[src/rtl/rs_alu_pkg.sv]
// Shared types for the ALU reservation station: widths, opsel/ALU codes, entry layout.
// Opsel and ALU function codes are carried opaquely; execute interprets them.
package rs_alu_pkg;

  localparam int WORD     = 32;
  localparam int ADDR_LEN = 32;
  localparam int TAG_W    = 4;

  localparam logic [1:0] OPSEL_RS   = 2'd0;
  localparam logic [1:0] OPSEL_IMM  = 2'd1;
  localparam logic [1:0] OPSEL_PC   = 2'd2;
  localparam logic [1:0] OPSEL_ZERO = 2'd3;

  typedef enum logic [4:0] {
    ALU_ADD  = 5'd0,
    ALU_SUB  = 5'd1,
    ALU_AND  = 5'd2,
    ALU_OR   = 5'd3,
    ALU_XOR  = 5'd4,
    ALU_SLL  = 5'd5,
    ALU_SRL  = 5'd6,
    ALU_SRA  = 5'd7,
    ALU_SLT  = 5'd8,
    ALU_SLTU = 5'd9
  } alu_func_e;

  typedef struct packed {
    logic                busy;
    logic [1:0]          opsel1;
    logic [1:0]          opsel2;
    logic [4:0]          alu_func;
    logic                rs1_rdy;
    logic [TAG_W-1:0]    rs1_tag;
    logic [WORD-1:0]     rs1_value;
    logic                rs2_rdy;
    logic [TAG_W-1:0]    rs2_tag;
    logic [WORD-1:0]     rs2_value;
    logic [WORD-1:0]     imm;
    logic [ADDR_LEN-1:0] pc;
    logic [TAG_W-1:0]    dst_tag;
  } rs_entry_t;

  // True when a waiting operand should capture the current broadcast.
  function automatic logic cdb_hit(input logic rdy, input logic [TAG_W-1:0] tag,
                                   input logic cdb_valid, input logic [TAG_W-1:0] cdb_tag);
    return !rdy && cdb_valid && (tag == cdb_tag);
  endfunction

endpackage

[src/rtl/rs_alu_prio_enc.sv]
// Lowest-index-set priority encoder; purely combinational.
module rs_prio_enc #(
  parameter int N     = 4,
  parameter int IDX_W = (N > 1) ? $clog2(N) : 1
) (
  input  logic [N-1:0]     req,
  output logic             found,
  output logic [IDX_W-1:0] idx
);

  always_comb begin
    found = |req;
    idx   = '0;
    for (int i = N - 1; i >= 0; i--) begin
      if (req[i]) idx = IDX_W'(i);
    end
  end

endmodule

[src/rtl/rs_alu.sv]
// ALU reservation station: dispatch into lowest free slot, CDB wakeup, issue lowest ready slot.
// Issue offer is one cycle after operands become ready; disp_ready reflects registered occupancy only.
module rs_alu
  import rs_alu_pkg::*;
#(
  parameter int DEPTH = 4
) (
  input  logic                clk,
  input  logic                rst,
  input  logic                flush,
  input  logic                disp_valid,
  output logic                disp_ready,
  input  logic [4:0]          disp_alu_func,
  input  logic [1:0]          disp_opsel1,
  input  logic [1:0]          disp_opsel2,
  input  logic                disp_rs1_rdy,
  input  logic                disp_rs2_rdy,
  input  logic [TAG_W-1:0]    disp_rs1_tag,
  input  logic [TAG_W-1:0]    disp_rs2_tag,
  input  logic [WORD-1:0]     disp_rs1_value,
  input  logic [WORD-1:0]     disp_rs2_value,
  input  logic [WORD-1:0]     disp_imm,
  input  logic [ADDR_LEN-1:0] disp_pc,
  input  logic [TAG_W-1:0]    disp_dst_tag,
  input  logic                cdb_valid,
  input  logic [TAG_W-1:0]    cdb_tag,
  input  logic [WORD-1:0]     cdb_value,
  output logic                iss_valid,
  input  logic                iss_ready,
  output logic [1:0]          iss_opsel1,
  output logic [1:0]          iss_opsel2,
  output logic [4:0]          iss_alu_func,
  output logic [WORD-1:0]     iss_rs1_value,
  output logic [WORD-1:0]     iss_rs2_value,
  output logic [WORD-1:0]     iss_imm,
  output logic [ADDR_LEN-1:0] iss_pc,
  output logic [TAG_W-1:0]    iss_dst_tag
);

  localparam int IDX_W = $clog2(DEPTH);

  rs_entry_t        ent_q [DEPTH];
  rs_entry_t        ent_d [DEPTH];
  rs_entry_t        new_ent;
  rs_entry_t        sel_ent;
  logic [DEPTH-1:0] free_vec;
  logic [DEPTH-1:0] rdy_vec;
  logic             free_found;
  logic             rdy_found;
  logic [IDX_W-1:0] free_idx;
  logic [IDX_W-1:0] rdy_idx;
  logic             disp_fire;
  logic             iss_fire;

  always_comb begin
    free_vec = '0;
    rdy_vec  = '0;
    for (int i = 0; i < DEPTH; i++) begin
      free_vec[i] = !ent_q[i].busy;
      rdy_vec[i]  = ent_q[i].busy && ent_q[i].rs1_rdy && ent_q[i].rs2_rdy;
    end
  end

  rs_prio_enc #(.N(DEPTH), .IDX_W(IDX_W)) u_free_sel (
    .req   (free_vec),
    .found (free_found),
    .idx   (free_idx)
  );

  rs_prio_enc #(.N(DEPTH), .IDX_W(IDX_W)) u_rdy_sel (
    .req   (rdy_vec),
    .found (rdy_found),
    .idx   (rdy_idx)
  );

  assign disp_ready = free_found;
  assign disp_fire  = disp_valid && free_found;
  assign iss_valid  = rdy_found;
  assign iss_fire   = rdy_found && iss_ready;

  // New entry, with same-cycle CDB bypass so a broadcast is never missed at dispatch.
  always_comb begin
    new_ent           = '0;
    new_ent.busy      = 1'b1;
    new_ent.opsel1    = disp_opsel1;
    new_ent.opsel2    = disp_opsel2;
    new_ent.alu_func  = disp_alu_func;
    new_ent.rs1_rdy   = disp_rs1_rdy;
    new_ent.rs1_tag   = disp_rs1_tag;
    new_ent.rs1_value = disp_rs1_value;
    new_ent.rs2_rdy   = disp_rs2_rdy;
    new_ent.rs2_tag   = disp_rs2_tag;
    new_ent.rs2_value = disp_rs2_value;
    new_ent.imm       = disp_imm;
    new_ent.pc        = disp_pc;
    new_ent.dst_tag   = disp_dst_tag;
    if (cdb_hit(disp_rs1_rdy, disp_rs1_tag, cdb_valid, cdb_tag)) begin
      new_ent.rs1_rdy   = 1'b1;
      new_ent.rs1_value = cdb_value;
    end
    if (cdb_hit(disp_rs2_rdy, disp_rs2_tag, cdb_valid, cdb_tag)) begin
      new_ent.rs2_rdy   = 1'b1;
      new_ent.rs2_value = cdb_value;
    end
  end

  always_comb begin
    for (int i = 0; i < DEPTH; i++) begin
      ent_d[i] = ent_q[i];
      if (ent_q[i].busy && cdb_hit(ent_q[i].rs1_rdy, ent_q[i].rs1_tag, cdb_valid, cdb_tag)) begin
        ent_d[i].rs1_rdy   = 1'b1;
        ent_d[i].rs1_value = cdb_value;
      end
      if (ent_q[i].busy && cdb_hit(ent_q[i].rs2_rdy, ent_q[i].rs2_tag, cdb_valid, cdb_tag)) begin
        ent_d[i].rs2_rdy   = 1'b1;
        ent_d[i].rs2_value = cdb_value;
      end
    end
    // Issue and dispatch never target the same slot: one is busy, the other free.
    if (iss_fire) ent_d[rdy_idx].busy = 1'b0;
    if (disp_fire) ent_d[free_idx] = new_ent;
    if (flush) begin
      for (int i = 0; i < DEPTH; i++) ent_d[i].busy = 1'b0;
    end
  end

  always_ff @(posedge clk) begin
    if (rst) begin
      for (int i = 0; i < DEPTH; i++) ent_q[i] <= '0;
    end else begin
      for (int i = 0; i < DEPTH; i++) ent_q[i] <= ent_d[i];
    end
  end

  always_comb begin
    sel_ent       = ent_q[rdy_idx];
    iss_opsel1    = '0;
    iss_opsel2    = '0;
    iss_alu_func  = '0;
    iss_rs1_value = '0;
    iss_rs2_value = '0;
    iss_imm       = '0;
    iss_pc        = '0;
    iss_dst_tag   = '0;
    if (rdy_found) begin
      iss_opsel1    = sel_ent.opsel1;
      iss_opsel2    = sel_ent.opsel2;
      iss_alu_func  = sel_ent.alu_func;
      iss_rs1_value = sel_ent.rs1_value;
      iss_rs2_value = sel_ent.rs2_value;
      iss_imm       = sel_ent.imm;
      iss_pc        = sel_ent.pc;
      iss_dst_tag   = sel_ent.dst_tag;
    end
  end

endmodule

[config.mk]
export PLATFORM = sky130hd
export DESIGN_NAME = rs_alu
export DESIGN_NICKNAME = d
export VERILOG_FILES = /design/src/rtl/rs_alu_pkg.sv /design/src/rtl/rs_alu_prio_enc.sv /design/src/rtl/rs_alu.sv
export SDC_FILE = /design/constraint.sdc
export NUM_CORES = 2
export LEC_CHECK = 0
export ABC_AREA = 0
export ABC_CLOCK_PERIOD_IN_PS = 4700
export CORE_MARGIN = 3
export CORE_UTILIZATION = 45
export CTS_BUF_LIST = sky130_fd_sc_hd__clkbuf_2
export CTS_CLUSTER_DIAMETER = 40
export DETAILED_ROUTE_END_ITERATION = 16
export HOLD_SLACK_MARGIN = 0.02
export MAX_ROUTING_LAYER = met4
export PLACE_DENSITY = 0.65
export SYNTH_ARGS = -nofsm -noshare
export SYNTH_HDL_FRONTEND = slang
export SYNTH_SLANG_ARGS = --single-unit
[constraint.sdc]
create_clock -name clk -period 4.7 [get_ports clk]
set_input_delay 1.41 -clock clk [delete_from_list [all_inputs] [get_ports clk]]
set_output_delay 1.41 -clock clk [all_outputs]
set_load 0.01 [all_outputs]
======== After elaboration in Yosys (flattened, before gate mapping) ========
Memory sizes are Yosys's and may differ from the RTL's.
Index checks and enable logic that the tools add are counted.
cells by class
  magnitude comparators ................... 4
  mux-type cells .......................... 55
  reduce and logical (&&, ||, !) cells .... 56
  bitwise logic cells ..................... 6
  eq/ne operators ......................... 10
operators by type and width
  operator              number
  $bwmux W608           2
  $mux W608             2
  $mux W152             6
  $demux W152 S2        2
  $mux W32              14
  $eq A4 B4 Y1          10
  $logic_and A1 B1 Y1   40
  $mux W2               10
  $mux W1               17
  $logic_not A1 Y1      14
  $reduce_or A4 Y1      2
  $ge A3 B3 Y1 const B  2
  $lt A3 B1 Y1 const B  2
  $not A2 Y3            2
  $mux W5               1
  $mux W4               1
  $or A1 B1 Y1          4
word-level totals
  input port bits ......................... 193
  memories ................................ 1
  word-level logic and storage cells ...... 132
  output and inout bits ................... 143
  flip-flop bits (word level) ............. 0
  bits in writable memories ............... 608
memories
  name   words  width  rd ports  clocked after Yosys merged registers in  write ports  RTL line      source
  ent_q  4      152    5         0                                        4            rs_alu.sv:42  rs_entry_t ent_q [DEPTH];

======== Logic depth before layout (Yosys ltp) ========
An unclocked memory read counts as a cell.
  word-level depth ........................ 18
  gate-level depth with buffers ........... 9
  gate-level depth less buffers ........... 5

======== Hierarchy ========
A second synthesis with hierarchy kept.
unflattened totals
  cell total of the unflattened synthesis .. 3185
  area total of the unflattened synthesis .. 28768.8 sq um
modules (own cells, without submodules)
  module       seq. area each (sq um)  instances  area each (sq um)  cells each
  rs_alu       12171.7                 1          28698.8            3171
  rs_prio_enc  0.0                     2          35.0               7

======== Worst setup path before layout ========
No wires, ideal clock.
  kind .................................... register to output
  start point ............................. mem ent_q[0][151] in the netlist's numbering
  end point ............................... out iss_rs1_value[10]
  buffers on the path ..................... 4
  path slack .............................. 1608 ps
  stages on the path, launching flop included .. 9
  data arrival time ....................... 1682 ps
  data required time ...................... 3290 ps
  path through ............................ dfxtp_1 -> buf_4 -> and3_1 -> a31o_2 -> buf_2 -> buf_2 -> buf_1 -> a22oi_1 -> a21oi_1
RTL lines
  element          RTL line      source
  start, declared  rs_alu.sv:42
  end, declared    rs_alu.sv:33  output logic [WORD-1:0] iss_rs1_value,

==> flow_metrics.env <==
export IMPL_drive_gt1_share_pct=18.4
export IMPL_dieArea_mm2=0.0661
export IMPL_cp_end_kind="output pin"
export IMPL_grt_setup_unrepaired="yes"
export IMPL_fin_crit_ns=4.64
export IMPL_clk_latency_ns=1.38
export IMPL_htree_levels=4
export IMPL_first_pass_iters=6
export IMPL_postCtsHoldBufs=0
export IMPL_cts_buffers=165
export IMPL_grt_met2_usage_pct=50.6
export IMPL_gr_max_usage_layer="met2"
export IMPL_grt_pass1_vias=27100
export IMPL_cp_max_fo=20
export IMPL_power_leakage_nw=12.3
export IMPL_synthCells=3551
export IMPL_postRouteAntennaNets=0
export IMPL_fin_ws_ns=0.0617
export IMPL_die_height_um=257
export IMPL_antenna_found_initial=16
export IMPL_initial_core_util_pct=45.7
export IMPL_largest_reg_flops=608
export IMPL_grt_pass1_wl_mm=166
export IMPL_synth_top_area_share_pct=42.9
export IMPL_dpl_cell_area_mm2=0.0321
export IMPL_drcViolationCount=0
export IMPL_vias=28900
export IMPL_max_flop_register="ent_q"
export IMPL_setup_viol=0
export IMPL_cap_viol_max_count=0
export IMPL_async_flop_share_pct=0
export IMPL_via_per_inst=6.04
export IMPL_wl_per_cell_um=23.3
export IMPL_grtUsageMet1_pct=40.7
export IMPL_wl_mm=111
export IMPL_max_freq_ghz=0.216
export IMPL_vdd_drop_max_v=0.000203
export IMPL_clk_pin_slew_ns=0.09
export IMPL_hold_path_class="flop to flop"
export IMPL_tightest_slew_ns=1.19
export IMPL_grt_max_degree=154
export IMPL_cts_tree="done"
export IMPL_post_place_ws_ns=0.615
export IMPL_start_kind="flop"
export IMPL_synth_cell_types=49
export IMPL_clock_path_buffers=3
export IMPL_regArea_mm2=0.0122
export IMPL_root_buffer="clkbuf_2"
export IMPL_synth_area_mm2=0.0284
export IMPL_layout_nets=3999
export IMPL_clkSinkCount=608
export IMPL_utilization_pct=56.8
export IMPL_dp_hpwl_mm=58.7
export IMPL_grt_overflow=0
export IMPL_slew_viol_final=0
export IMPL_yosysTopAreaCell="dfxtp_1"
export IMPL_core_rowCount=91
export IMPL_ys_top_cells_by_area="dfxtp_1 (43%), nand2_1 (13%), a21oi_1 (13%)"
export IMPL_syn_to_final_growth_pct=24.3
export IMPL_num_io_pins=336
export IMPL_track_usage_pct=32.9
export IMPL_skew_ns=0.0697
export IMPL_arrival_ns=3.23
export IMPL_syn_nets=3744
export IMPL_status="finished, final reports clean"
export IMPL_hold_viol_final=0
export IMPL_multi_input_area_mm2=0.0152
export IMPL_slew_headroom_pct=20.7
export IMPL_avgSynthCellArea_um2=7.99
export IMPL_die_w_um=257
export IMPL_reg_top3="ent_q x608"
export IMPL_hold_worst_slack_ns=0.457
export IMPL_synth_top_flop_cell="dfxtp_1"
export IMPL_powerDensity_mw_per_mm2=295
export IMPL_port_buffers=335
export IMPL_drtIter0Drc=3010
export IMPL_ys_ff_latch=608
export IMPL_design_area_mm2=0.0353
export IMPL_use_met3_pct=8.23
export IMPL_critical_path_required_ns=3.29
export IMPL_core_area_mm2=0.0621
export IMPL_gp_congestion=0.834
export IMPL_layout_common_cells="nand2_1 (960), a21oi_1 (653), dfxtp_1 (597), clkbuf_2 (281), a22oi_1 (207)"
export IMPL_yosysWarnings=0
export IMPL_synth_edff_count=0
export IMPL_critPathKind="flop to output pin"
export IMPL_yosysSeqAreaShare_pct=42.9
export IMPL_finalCritPeriodShare_pct=98.7
export IMPL_layout_commonest_cell="nand2_1"
export IMPL_fill_cells=5835
## cell type report
class	count	share of cell area [%]
Multi-Input combinational cell	2553	43.0
Sequential cell	608	34.6
Timing Repair Buffer	474	14.7
Clock buffer	254	3.60
Tap cell	837	2.97
Clock inverter	34	0.972
Antenna cell	23	0.163
Inverter	4	0.0426
## layer usage
| layer | vias to the layer above | wire (µm) |
|---|---|---|
| li1 | 13300 | - |
| met4 | 0 | 4530 |
| met5 | - | 0 |
| met2 | 1560 | 50800 |
| met1 | 13800 | 44300 |
| met3 | 290 | 11800 |
## metrics by stage
step                      setup TNS [ns]  power (mW)  cells
after global placement                 0        6.32   4422
after CTS                         -0.581        10.5   4755
final                                  0        10.4   4787
after floorplan                        0        5.91   3551
after global routing               -5.70        10.8   4785
after detailed placement               0        6.33   4422
## power by group
part           switching, mW  internal, mW  total [mW]
sequential            0.0651          5.26        5.33
clock                   2.30          1.85        4.15
combinational          0.562         0.368       0.930
total                   2.92          7.48        10.4
## path summary, 6_finish.rpt
kind	from	endpoint	slack, ns	cells past startpoint
worst max-delay path	ent_q[0][104]	iss_valid	0.06	6
worst min-delay path	ent_q[3][63]	ent_q[3][63]	0.46	2
worst max register to register	ent_q[0][151]	ent_q[1][134]	2.11	7
worst min register to register	ent_q[3][63]	ent_q[3][63]	0.46	2
## logic make-up after synthesis
kind of cell | share of synthesized area [%]
AND/OR/NAND/NOR | 14.2
flip-flops | 42.9
AO/OA/AOI/OAI | 33.1
multiplexers | 2.55
buffers and inverters | 5.95
XOR/XNOR | 1.23
## what timing repair did
item / CTS / global route
pin swaps: 41 / 11
setup buffers: 25 / 5
endpoints found under the setup margin: 142 / 97
cloned: 20 / 5
gates resized for setup: 462 / 71
## worst max-delay path: stages, from the launching register on
cell             delay (ns)
dfxtp_4                0.37
and3_4                 0.22
nor2b_4                0.19
and3_4                 0.30
buf_6                  0.26
inv_1                  0.06
clkdlybuf4s50_1        0.47
## cell usage after synthesis (5+ instances only)
cell and instances:
buf_2 84, buf_4 15, o21ai_1 16, nand3_1 10, a21oi_1 710, mux2i_2 22, xnor2_1 16, dfxtp_1 608
a21boi_0 34, a221oi_1 41, o21ai_0 80, mux2i_1 42, a221oi_2 60, a211oi_1 67, nor2_1 6, a22o_1 141
xor2_1 24, buf_6 5, nor3_1 12, clkbuf_1 248, a22oi_1 269, buf_1 31, nand2_1 960
Power figures use the tool's default switching activity.
